--- config.mk ---
export PLATFORM = sky130hd
export DESIGN_NAME = fault_test_sequencer
export DESIGN_NICKNAME = d
export VERILOG_FILES = /design/src/rtl/fault_test_sequencer.sv
export SDC_FILE = /design/constraint.sdc
export NUM_CORES = 1
export LEC_CHECK = 0
export ABC_AREA = 1
export CAP_MARGIN = 20
export CORE_MARGIN = 2
export CORE_UTILIZATION = 35
export DETAILED_ROUTE_END_ITERATION = 6
export SETUP_SLACK_MARGIN = 0.1
export SYNTH_ARGS = -nofsm -noshare
export SYNTH_HDL_FRONTEND = slang
export SYNTH_SLANG_ARGS = --single-unit
--- constraint.sdc ---
create_clock -name clock -period 2.3 [get_ports clock]
set_input_delay 0.23 -clock clock [delete_from_list [all_inputs] [get_ports clock]]
set_output_delay 0.23 -clock clock [all_outputs]
set_load 0.05 [all_outputs]
--- src/rtl/fault_test_sequencer.sv ---
// Vector-driven tester for a 4-input fault module: replays stored
// stimulus, waits a settle window, and records every response mismatch.
module fault_test_sequencer #(
  parameter int DEPTH  = 16,
  parameter int SETTLE = 2
) (
  input  logic                     clock,
  input  logic                     reset,
  input  logic                     wr_en,
  input  logic [$clog2(DEPTH)-1:0] wr_addr,
  input  logic [4:0]               wr_data,
  input  logic [$clog2(DEPTH):0]   num_vec,
  input  logic                     start,
  output logic                     dut_a,
  output logic                     dut_b,
  output logic                     dut_c,
  output logic                     dut_d,
  input  logic                     dut_x,
  output logic                     busy,
  output logic                     done,
  output logic                     pass,
  output logic [$clog2(DEPTH):0]   fail_count,
  output logic [DEPTH-1:0]         fail_map,
  output logic [$clog2(DEPTH)-1:0] first_fail_idx,
  output logic                     first_fail_valid
);

  localparam int AW = $clog2(DEPTH);
  localparam int CW = AW + 1;
  localparam int SW = (SETTLE > 1) ? $clog2(SETTLE) : 1;
  localparam logic [SW-1:0] SMAX = SW'(SETTLE > 0 ? SETTLE - 1 : 0);

  typedef enum logic [2:0] {
    ST_IDLE,
    ST_APPLY,
    ST_SETTLE,
    ST_SAMPLE,
    ST_DONE
  } state_t;

  state_t        state;
  state_t        state_nxt;
  logic [4:0]    mem [DEPTH];
  logic [AW-1:0] idx;
  logic [CW-1:0] n;
  logic [CW-1:0] n_acc;
  logic [SW-1:0] cnt;
  logic          accept;
  logic          last;
  logic          miss;

  assign accept = (state == ST_IDLE) && start;
  assign n_acc  = (num_vec > CW'(DEPTH)) ? CW'(DEPTH) : num_vec;
  assign last   = ({1'b0, idx} == (n - 1'b1));
  assign miss   = (dut_x != mem[idx][0]);
  assign busy   = (state != ST_IDLE);
  assign done   = (state == ST_DONE);

  always_ff @(posedge clock) begin
    if (reset) state <= ST_IDLE;
    else       state <= state_nxt;
  end

  always_comb begin
    state_nxt = state;
    unique case (state)
      ST_IDLE:
        if (start)
          state_nxt = (n_acc == '0) ? ST_DONE : ST_APPLY;
      ST_APPLY:
        state_nxt = (SETTLE == 0) ? ST_SAMPLE : ST_SETTLE;
      ST_SETTLE:
        if (cnt == SMAX) state_nxt = ST_SAMPLE;
      ST_SAMPLE:
        state_nxt = last ? ST_DONE : ST_APPLY;
      ST_DONE:
        state_nxt = ST_IDLE;
      default:
        state_nxt = ST_IDLE;
    endcase
  end

  always_ff @(posedge clock) begin
    if (reset) begin
      for (int i = 0; i < DEPTH; i++) mem[i] <= '0;
      {dut_a, dut_b, dut_c, dut_d} <= '0;
      idx              <= '0;
      n                <= '0;
      cnt              <= '0;
      pass             <= 1'b0;
      fail_count       <= '0;
      fail_map         <= '0;
      first_fail_idx   <= '0;
      first_fail_valid <= 1'b0;
    end else begin
      if (state == ST_IDLE && wr_en) mem[wr_addr] <= wr_data;
      if (accept) begin
        n                <= n_acc;
        idx              <= '0;
        fail_count       <= '0;
        fail_map         <= '0;
        first_fail_idx   <= '0;
        first_fail_valid <= 1'b0;
        if (n_acc != '0) {dut_a, dut_b, dut_c, dut_d} <= mem[0][4:1];
        else             pass <= 1'b1;
      end
      if (state == ST_APPLY)  cnt <= '0;
      if (state == ST_SETTLE) cnt <= cnt + 1'b1;
      if (state == ST_SAMPLE) begin
        if (miss) begin
          fail_count    <= fail_count + 1'b1;
          fail_map[idx] <= 1'b1;
          if (!first_fail_valid) begin
            first_fail_idx   <= idx;
            first_fail_valid <= 1'b1;
          end
        end
        // pass is settled on entry to DONE so it is valid with done
        if (last) begin
          pass <= (fail_count == '0) && !miss;
        end else begin
          idx <= idx + 1'b1;
          {dut_a, dut_b, dut_c, dut_d} <= mem[idx + 1'b1][4:1];
        end
      end
    end
  end

endmodule

==> summary by stage, run 1 <==
Run status
The flow ran to the end, and the final reports show no timing, DRC or antenna violations.

Setup path
The beginning of the worst register-to-register path is n[0]$_SDFFE_PP0P_. The number of cells on the worst reg-to-reg path is 10. Data arrives at the worst endpoint at 1.81 ns. The launching element of the worst setup path is state[0]$_SDFFE_PP0P_.

Across all register-to-register paths, the minimum setup slack is 0.31 ns. The timing endpoint of the critical path is done. The sort of element at the end of the critical path is an output pin. In this run the critical register-to-register path is captured at dut_c$_SDFF_PP0_. The type of origin of the critical path is a flip-flop. In this run the worst path has a maximum fanout of 3. The data required time at the worst endpoint is a little over 2 ns. The startpoint-to-endpoint class of the critical path is flip-flop to output pin.

Floorplanning
The region available for standard cell placement spans 16,000 um2. The die is 133 um wide. The effective utilization at floorplan is 0.361. 52 I/O pins were placed. In this run the core area contains 46 standard-cell rows. The die is 133 um tall. The total die area is 17,600 um2.

Global routing
Global routing finished with a remaining overflow of 0. Across every metal layer, demand over resource in global routing totals 0.176. The number of antenna violations at the first check in global routing was 0. The via count of the first global-routing pass came to between 4,000 and 5,000. The first global-routing pass estimated around 24,000 um of wire.

Entering global routing, the biggest net connects 40 pins.

Route
Detailed routing inserted a total of 4,796 vias. The final routed DRC violation total is 0. In the routed layout, each cell is associated on average with a via count of 5.05. After the first detailed-routing iteration, the DRC count stood at 385.

Dividing the detail-routed wire length by the instance count gives between 15 and 20 um. Before antenna repair, the detailed router went through 5 iterations. For this block, the routed nets add up to between 15,000 and 20,000 um of wire. The remaining antenna violation count is 0.

Pwr
The sequential share of power is 0.397. The net load switching power is 1.72 mW. Of the total power, combinational logic draws 0.145. The static leakage is approximately 2.9 nW.

The share of total power in the clock network is 0.458. The peak supply drop is 0.546 mV. The internal portion of the total power is 4.68 mW. The switching portion of total power is 0.268. Dividing total power by cell area gives a power density of 886 nW/um2.

Synth
The commonest cells after synthesis are sky130_fd_sc_hd__nor2_1 (155), sky130_fd_sc_hd__nand2_1 (113), sky130_fd_sc_hd__edfxtp_1 (80). Of all cell types, the one taking the most synthesized area is sky130_fd_sc_hd__edfxtp_1. By instance count, the leading cell after synthesis is sky130_fd_sc_hd__nor2_1. Counting every net in the synthesized netlist gives 688. The count of cell types in the netlist is 36. The flip-flop and latch count after synthesis is ~120. The most used flip-flop cell after synthesis is sky130_fd_sc_hd__edfxtp_1. The number of warnings issued by yosys is 0. Sorting the synthesized cells by area gives the leading types as sky130_fd_sc_hd__edfxtp_1 (42%), sky130_fd_sc_hd__dfxtp_1 (15%), sky130_fd_sc_hd__nor2_1 (10%). The number of synthesized flops with an enable pin is 80.

In this run the cell area of the synthesized design comes to 5780 um2. The fraction of synthesis flops using an asynchronous set or reset pin is 0. The number of instances in the synthesized netlist is 662. The portion of the post-synthesis area used by sequential elements is 0.568.

A synthesized cell averages 8.73 um2. Of the post-synthesis cell area, the dominant cell type holds 0.416.

Clock tree
TritonCTS built the clock tree. The H-tree was split into 4 levels. The root buffer cell is sky130_fd_sc_hd__clkbuf_16. For the worst-skew pair, the clock arrives at the later sink with an insertion delay of 0.42 ns. The number of buffers created by CTS is 17. The maximum count of clock buffers along a single path is 2.

Hold repair after CTS inserted 0 buffers. The total clock sinks is approximately 120. The CTS clock-pin slew for the worst setup and hold paths is approximately 0.06 ns.

Timing
The final count of pins violating max slew is 0. Setup violations remaining at the end of the flow were counted as 0. On the final layout, the worst clock skew is between 0.007 and 0.008 ns. The clock period could shrink to 2.04 ns. The sum of negative setup slack is 0 ns. The part of the cycle the worst path needs is 0.886. The number of endpoints with negative hold slack in the final report came to 0. The max-slew headroom at the worst pin is 0.514. Static timing analysis puts the maximum clock frequency at 491 MHz. Setup repair after global routing could not meet its margin everywhere.

The measured slew at the worst slew-check pin is 0.728 ns. In the post-route analysis, the smallest setup slack over all paths is 0.263 ns.

Place
Detailed placement finished with a half-perimeter wire length of 10,400 um. The pre-CTS setup slack is 0.175 ns. The count of input and output buffers is 51.

The congestion estimate from routability-driven global placement came to 0.868. The number of cells in the design after placement is a little over 900.

Final layout
The area growth from synthesis to layout is 25.0%. The repair_antennas step left the layout with diodes totalling 0. The count of cells in the finished layout, fillers not included, comes to 950.

The share of post-route cells with drive strength above 1 is 0.0981. At the end of the flow, the number of nets in the layout was ~750. The final core utilization is 0.452.

Worst hold path
In this run the worst hold path is classified as primary input to flip-flop.

Run
The number of maximum-capacitance constraint violations is 0.
==> cell usage in the layout, fill, tap and decap left out, types with 2 or more instances in the layout <==
| cell type | synthesis | layout |
|---|---|---|
| sky130_fd_sc_hd__dfxtp_1 | 44 | 43 |
| sky130_fd_sc_hd__o21ai_0 | 46 | 46 |
| sky130_fd_sc_hd__nand2_2 | 4 | 4 |
| sky130_fd_sc_hd__nor2_1 | 155 | 154 |
| sky130_fd_sc_hd__ha_1 | 7 | 7 |
| sky130_fd_sc_hd__nand2_1 | 113 | 113 |
| sky130_fd_sc_hd__xnor2_1 | 4 | 4 |
| sky130_fd_sc_hd__clkinv_2 | 0 | 2 |
| sky130_fd_sc_hd__a21oi_1 | 32 | 32 |
| sky130_fd_sc_hd__clkinvlp_4 | 0 | 6 |
| sky130_fd_sc_hd__inv_1 | 51 | 49 |
| sky130_fd_sc_hd__edfxtp_1 | 80 | 80 |
| sky130_fd_sc_hd__bufinv_16 | 0 | 5 |
| sky130_fd_sc_hd__buf_4 | 3 | 19 |
| sky130_fd_sc_hd__nor3_1 | 5 | 5 |
| sky130_fd_sc_hd__clkdlybuf4s50_1 | 0 | 50 |
| sky130_fd_sc_hd__a22oi_1 | 2 | 2 |
| sky130_fd_sc_hd__o211ai_1 | 6 | 6 |
| sky130_fd_sc_hd__xor2_1 | 5 | 5 |
| sky130_fd_sc_hd__nand3_1 | 45 | 44 |
| sky130_fd_sc_hd__nor2_2 | 2 | 3 |
| sky130_fd_sc_hd__o221ai_1 | 8 | 7 |
| sky130_fd_sc_hd__inv_2 | 3 | 4 |
| sky130_fd_sc_hd__a31oi_1 | 2 | 2 |
| sky130_fd_sc_hd__inv_6 | 0 | 2 |
| sky130_fd_sc_hd__clkbuf_16 | 0 | 17 |
| sky130_fd_sc_hd__o22ai_1 | 7 | 7 |
==> routing by layer <==
| metal | global-route usage | wire length (um) | vias to the layer above | share of wire |
|---|---|---|---|---|
| li1 | - | - | 2329 | - |
| met1 | 0.214 | 6650 | 2258 | 0.44 |
| met2 | 0.294 | 7010 | 178 | 0.47 |
| met3 | 0.0467 | 1020 | 31 | 0.068 |
| met4 | 0.0783 | 352 | 0 | 0.023 |
| met5 | 0 | 0 | - | 0 |
==> how the worst min path moves through the flow <==
stage	start	endpoint	slack [ns]	cells after the start
floorplan	num_vec[3]	n[3]$_SDFFE_PP0P_	0.37	2
global placement	cnt$_SDFFE_PP0N_	cnt$_SDFFE_PP0N_	0.45	2
detailed placement	cnt$_SDFFE_PP0N_	cnt$_SDFFE_PP0N_	0.45	2
CTS	num_vec[3]	n[3]$_SDFFE_PP0P_	0.41	3
global route	num_vec[0]	n[0]$_SDFFE_PP0P_	0.47	3
finish	num_vec[3]	n[3]$_SDFFE_PP0P_	0.42	3
==> cells by family (layout without fill, tap and decap cells) <==
| group | after synthesis | in the layout | synth area share |
|---|---|---|---|
| adder cells (fa/ha/maj) | 7 | 7 | 0.0152 |
| XOR/XNOR | 9 | 9 | 0.0136 |
| buffers and inverters | 86 | 158 | 0.0632 |
| flip-flops | 124 | 124 | 0.568 |
| AO/OA/AOI/OAI | 106 | 106 | 0.105 |
| AND/OR/NAND/NOR | 330 | 330 | 0.235 |
==> power by group through the flow <==
stage                     registers (mW)  logic [mW]  clock network, mW
final                               2.54       0.926               2.93
after global routing                2.55        1.02               3.05
after CTS                           2.54       0.912               2.95
after detailed placement            2.59       0.907                  0
after global placement              2.59       0.888                  0
after floorplan                     2.63       0.569                  0
==> what timing repair did <==
action	in CTS	in global routing
setup buffers	0	1
endpoints found under the setup margin	0	49
gates resized for setup	0	9
==> critical path: stages, from the launching register on <==
cell	delay [ns]
sky130_fd_sc_hd__dfxtp_1	0.32
sky130_fd_sc_hd__nor2_1	0.10
sky130_fd_sc_hd__inv_1	0.06
sky130_fd_sc_hd__nor2_1	0.09
sky130_fd_sc_hd__clkdlybuf4s50_1	0.80
==> per-stage QoR <==
stage               power, mW  instance area (um2)  hold slack [ns]
floorplan                3.20                 5780            0.373
global placement         3.47                 6540            0.454
detailed placement       3.49                 6540            0.455
CTS                      6.41                 7190            0.409
global route             6.62                 7230            0.466
finish                   6.40                 7230            0.419
==> sequential cells by signal, indices dropped and copies added, names as in the netlist, 3 cells and up <==
signal and count:
mem 80, fail_count 5, state 3, first_fail_idx 4, idx 4, n 5
fail_map 16
==> layout make-up <==
type / count / area, um2
Tap cell: 216 / 270
Sequential cell: 124 / 3280
Fill cell: 1588 / 8770
Multi-Input combinational cell: 452 / 2140
Timing Repair Buffer: 71 / 667
Clock inverter: 15 / 220
Clock buffer: 17 / 425
Inverter: 55 / 214
(Power assumes the default switching activity.)
==> run 2, diff against run 1 <==
==> constraint.sdc (replaced) <==
create_clock -name clock -period 1.9 [get_ports clock]
set_input_delay 0.19 -clock clock [delete_from_list [all_inputs] [get_ports clock]]
set_output_delay 0.19 -clock clock [all_outputs]
set_load 0.05 [all_outputs]
==> run 2 against run 1 <==
Net effect:
- via count up 5.3%
- count of clock-buffer cells in the layout stayed put
- setup slack worse by 0.21 ns
- non-clock buffer count grew 49
- register-to-register slack got worse by 0.26 ns
- clock power increased by 6%
- flip-flop and latch count is the same
==> summary by stage, run 2 (same netlist as run 1, synthesis figures left out) <==
Setup path
The maximum fanout encountered on the critical timing path is 8. The type of origin of the critical path is a flip-flop. In this design, the stage delay of the slowest critical-path cell is 0.39 ns. Counting both buffers and inverters, the worst setup path holds a total of 2. Walking the worst path, the cells encountered are buf_12 > nor2_4 > nor2_1 > nand2_1 > nand2_1 > nand2_1 > nand2_2 > o21ai_4 > nand2_4 > nor2_8 > buf_12 > nand3_1 > a21oi_1. The data arrival time of the critical path is roughly 2.2 ns. The data required time at the worst endpoint is 2.25 ns. The sort of element at the end of the critical path is a flip-flop. Broken down by cell family, the worst path's largest delay share belongs to simple AND/OR/NAND/NOR gates. Counting stages on the worst path, the most repeated cell is sky130_fd_sc_hd__nand2_1. The slowest stage of the critical path is the sky130_fd_sc_hd__dfxtp_4 cell. The worst setup path is of the flip-flop to flip-flop kind.

Final layout
In the layout the commonest cells are sky130_fd_sc_hd__nor2_1 (148), sky130_fd_sc_hd__nand2_1 (105), sky130_fd_sc_hd__edfxtp_1 (80). The share of post-route cells with drive strength above 1 is 0.213. Once layout is done, the placed cells without fillers occupy 7900 um2.

The register with the most flip-flops in the layout has 80 of them. The net count of the finished layout is 797. The repair_antennas step left the layout with diodes totalling 0. Counting flops per register, the top entry is mem. The area growth from synthesis to layout is 36.7%.

The leading cell type in the layout, fill and taps excluded is sky130_fd_sc_hd__nor2_1. The final core utilization is 0.494. The largest registers in the layout are mem: 80 flops, fail_map: 16 flops.

Worst hold path
The worst hold path belongs to the class primary input to flip-flop.

Floorplanning
The standard cell core area is 16,000 um2. For this design the top-level I/O count stands at 52. The die covers ~18,000 um2.

The width of the die is roughly 130 um. The die extent in y is 133 um. The initial utilization of the core area, before any placement, comes to 0.361.

The initialized floorplan defines 46 standard-cell rows.

Place
Summed over all nets, the half-perimeter wirelength after detailed placement is 10,800 um. The weighted congestion reported at the end of routability-driven placement is 0.852. The count of input and output buffers is 51. The placement-stage cell area is 6820 um2.

Clock tree
At the later pin of the worst-skew pair, clock insertion delay measures approximately 0.42 ns. Clock tree synthesis inserted a total of 17 buffers. After clock tree synthesis, the clock-pin slew on the worst setup and hold paths is 0.06 ns. The maximum count of clock buffers along a single path is 2. The count of H-tree levels built during CTS is 4.

The root buffer cell is sky130_fd_sc_hd__clkbuf_16. The total clock sinks is roughly 120. The CTS tree is done.

The count of hold buffers inserted by post-cts repair is 0.

Global routing
The number of antenna violations at the first check in global routing came to 0. The total congestion overflow is 0. The overall fraction of global-route tracks in use is 0.187.

The first global-routing pass estimated about 25,000 um of wire. The via count of the first global-routing pass is 4,940. Entering global routing, the biggest net connects 34 pins.

Timing
For the final database, setup skew stands at 0.00699 ns. The part of the cycle the worst path needs is 0.974. Setup repair after global routing could not meet its margin everywhere. Derived from the worst setup path, the maximum achievable clock frequency is 540 MHz. Setup violations remaining at the end of the flow were counted as 0. The measured slew at the worst slew-check pin is 0.526 ns. The worst hold slack is about 0.37 ns. The final count of pins violating max slew is 0. Counting I/O delays and the setup requirement, the final critical path takes roughly 1.9 ns. The max-slew headroom at the worst pin is 0.649. The number of endpoints with negative hold slack in the final report is 0.

Run
Max-cap violations in this run came to 0.

Route
Summed over all layers, the routed wires come to 16,100 um. After detailed routing, the average wire length per cell comes to 16.1 um. Using the TritonRoute via totals, the vias-per-cell ratio works out to 5.05.

The first detailed-routing pass took 6 iterations. Across all layers, the routed design uses 5,052 vias. The remaining antenna violation count is 0. The final routed DRC violation total is 0. The number of violations reported at the end of detailed-routing iteration 0 is 470.

Pwr
The static leakage is 3.30 nW. The overall power is around 7.6 mW. For this design the ratio of total power to cell area is about 960 nW/um2. IR analysis of the VDD net gives a maximum drop of 0.675 mV.

Run status
The run finished with clean final reports.
[run 2: cell count changes in the layout (fill, tap and decap cells not counted), sizes merged]
cell,before,now
clkdlybuf4s50,50,35
clkinv,4,6
clkbuf,17,18
dlymetal6s2s,1,6
bufbuf,0,2
dlygate4sd2,0,8
inv,55,57
buf,20,68
bufinv,5,2
[run 2: path summary, 6_finish.rpt]
path,to,from,slack (ns),cells after the start
worst max register to register,fail_map[1]$_SDFF_PP0_,idx[0]$_SDFF_PP0_,0.05,13
worst min-delay path,n[3]$_SDFFE_PP0P_,num_vec[3],0.37,3
worst min register to register,fail_map[6]$_SDFF_PP0_,fail_map[6]$_SDFF_PP0_,0.46,2
worst max-delay path,fail_map[1]$_SDFF_PP0_,idx[0]$_SDFF_PP0_,0.05,13
[run 2: area by class of cell]
type,count,area [um2]
fillers,1496,8100
flip-flops and latches,124,3290
multi-input cells,452,2360
repair buffers,120,1180
clock buffers,17,425
well taps,216,270
inverters,55,221
clock inverters,15,145
repair inverters,1,7.51
[run 2: per-layer routing]
layer | wire length (um) | track usage | vias to the layer above
met3 | 1250 | 0.0548 | 29
met4 | 319 | 0.0568 | 0
met2 | 7700 | 0.307 | 220
li1 | - | - | 2438
met5 | 0 | 0 | -
met1 | 6790 | 0.239 | 2365
[run 2: tightest hold or removal path: cells and delay by family]
kind | cells | cell delay [ns]
AO/OA/AOI/OAI | 1 | 0.05
buffers and inverters | 1 | 0.43
AND/OR/NAND/NOR | 1 | 0.08
[run 2: repair_timing]
action                                  4_1_cts  5_1_grt
endpoints found under the setup margin       77      168
resized for setup                            46       53
buffers inserted                              8        5
pin swaps                                    12       23
cloned                                        2        2
[run 2: report_power, final]
group | switching [mW] | internal (mW) | leakage, nW
clock network | 1.20 | 1.92 | 0.267
logic | 0.849 | 0.516 | 1.85
registers | 0.0834 | 3.00 | 1.19
total | 2.13 | 5.43 | 3.30
[run 2: stage by stage]
| step | setup slack [ns] | TNS, ns | std cells |
|---|---|---|---|
| finish | 0.0488 | 0 | 1000 |
| global route | -0.0318 | -0.332 | 1000 |
| CTS | 0.0551 | 0 | 993 |
| detailed placement | -0.0115 | -0.0181 | 951 |
| global placement | -0.000264 | -0.00116 | 951 |
| floorplan | 0.122 | 0 | 662 |
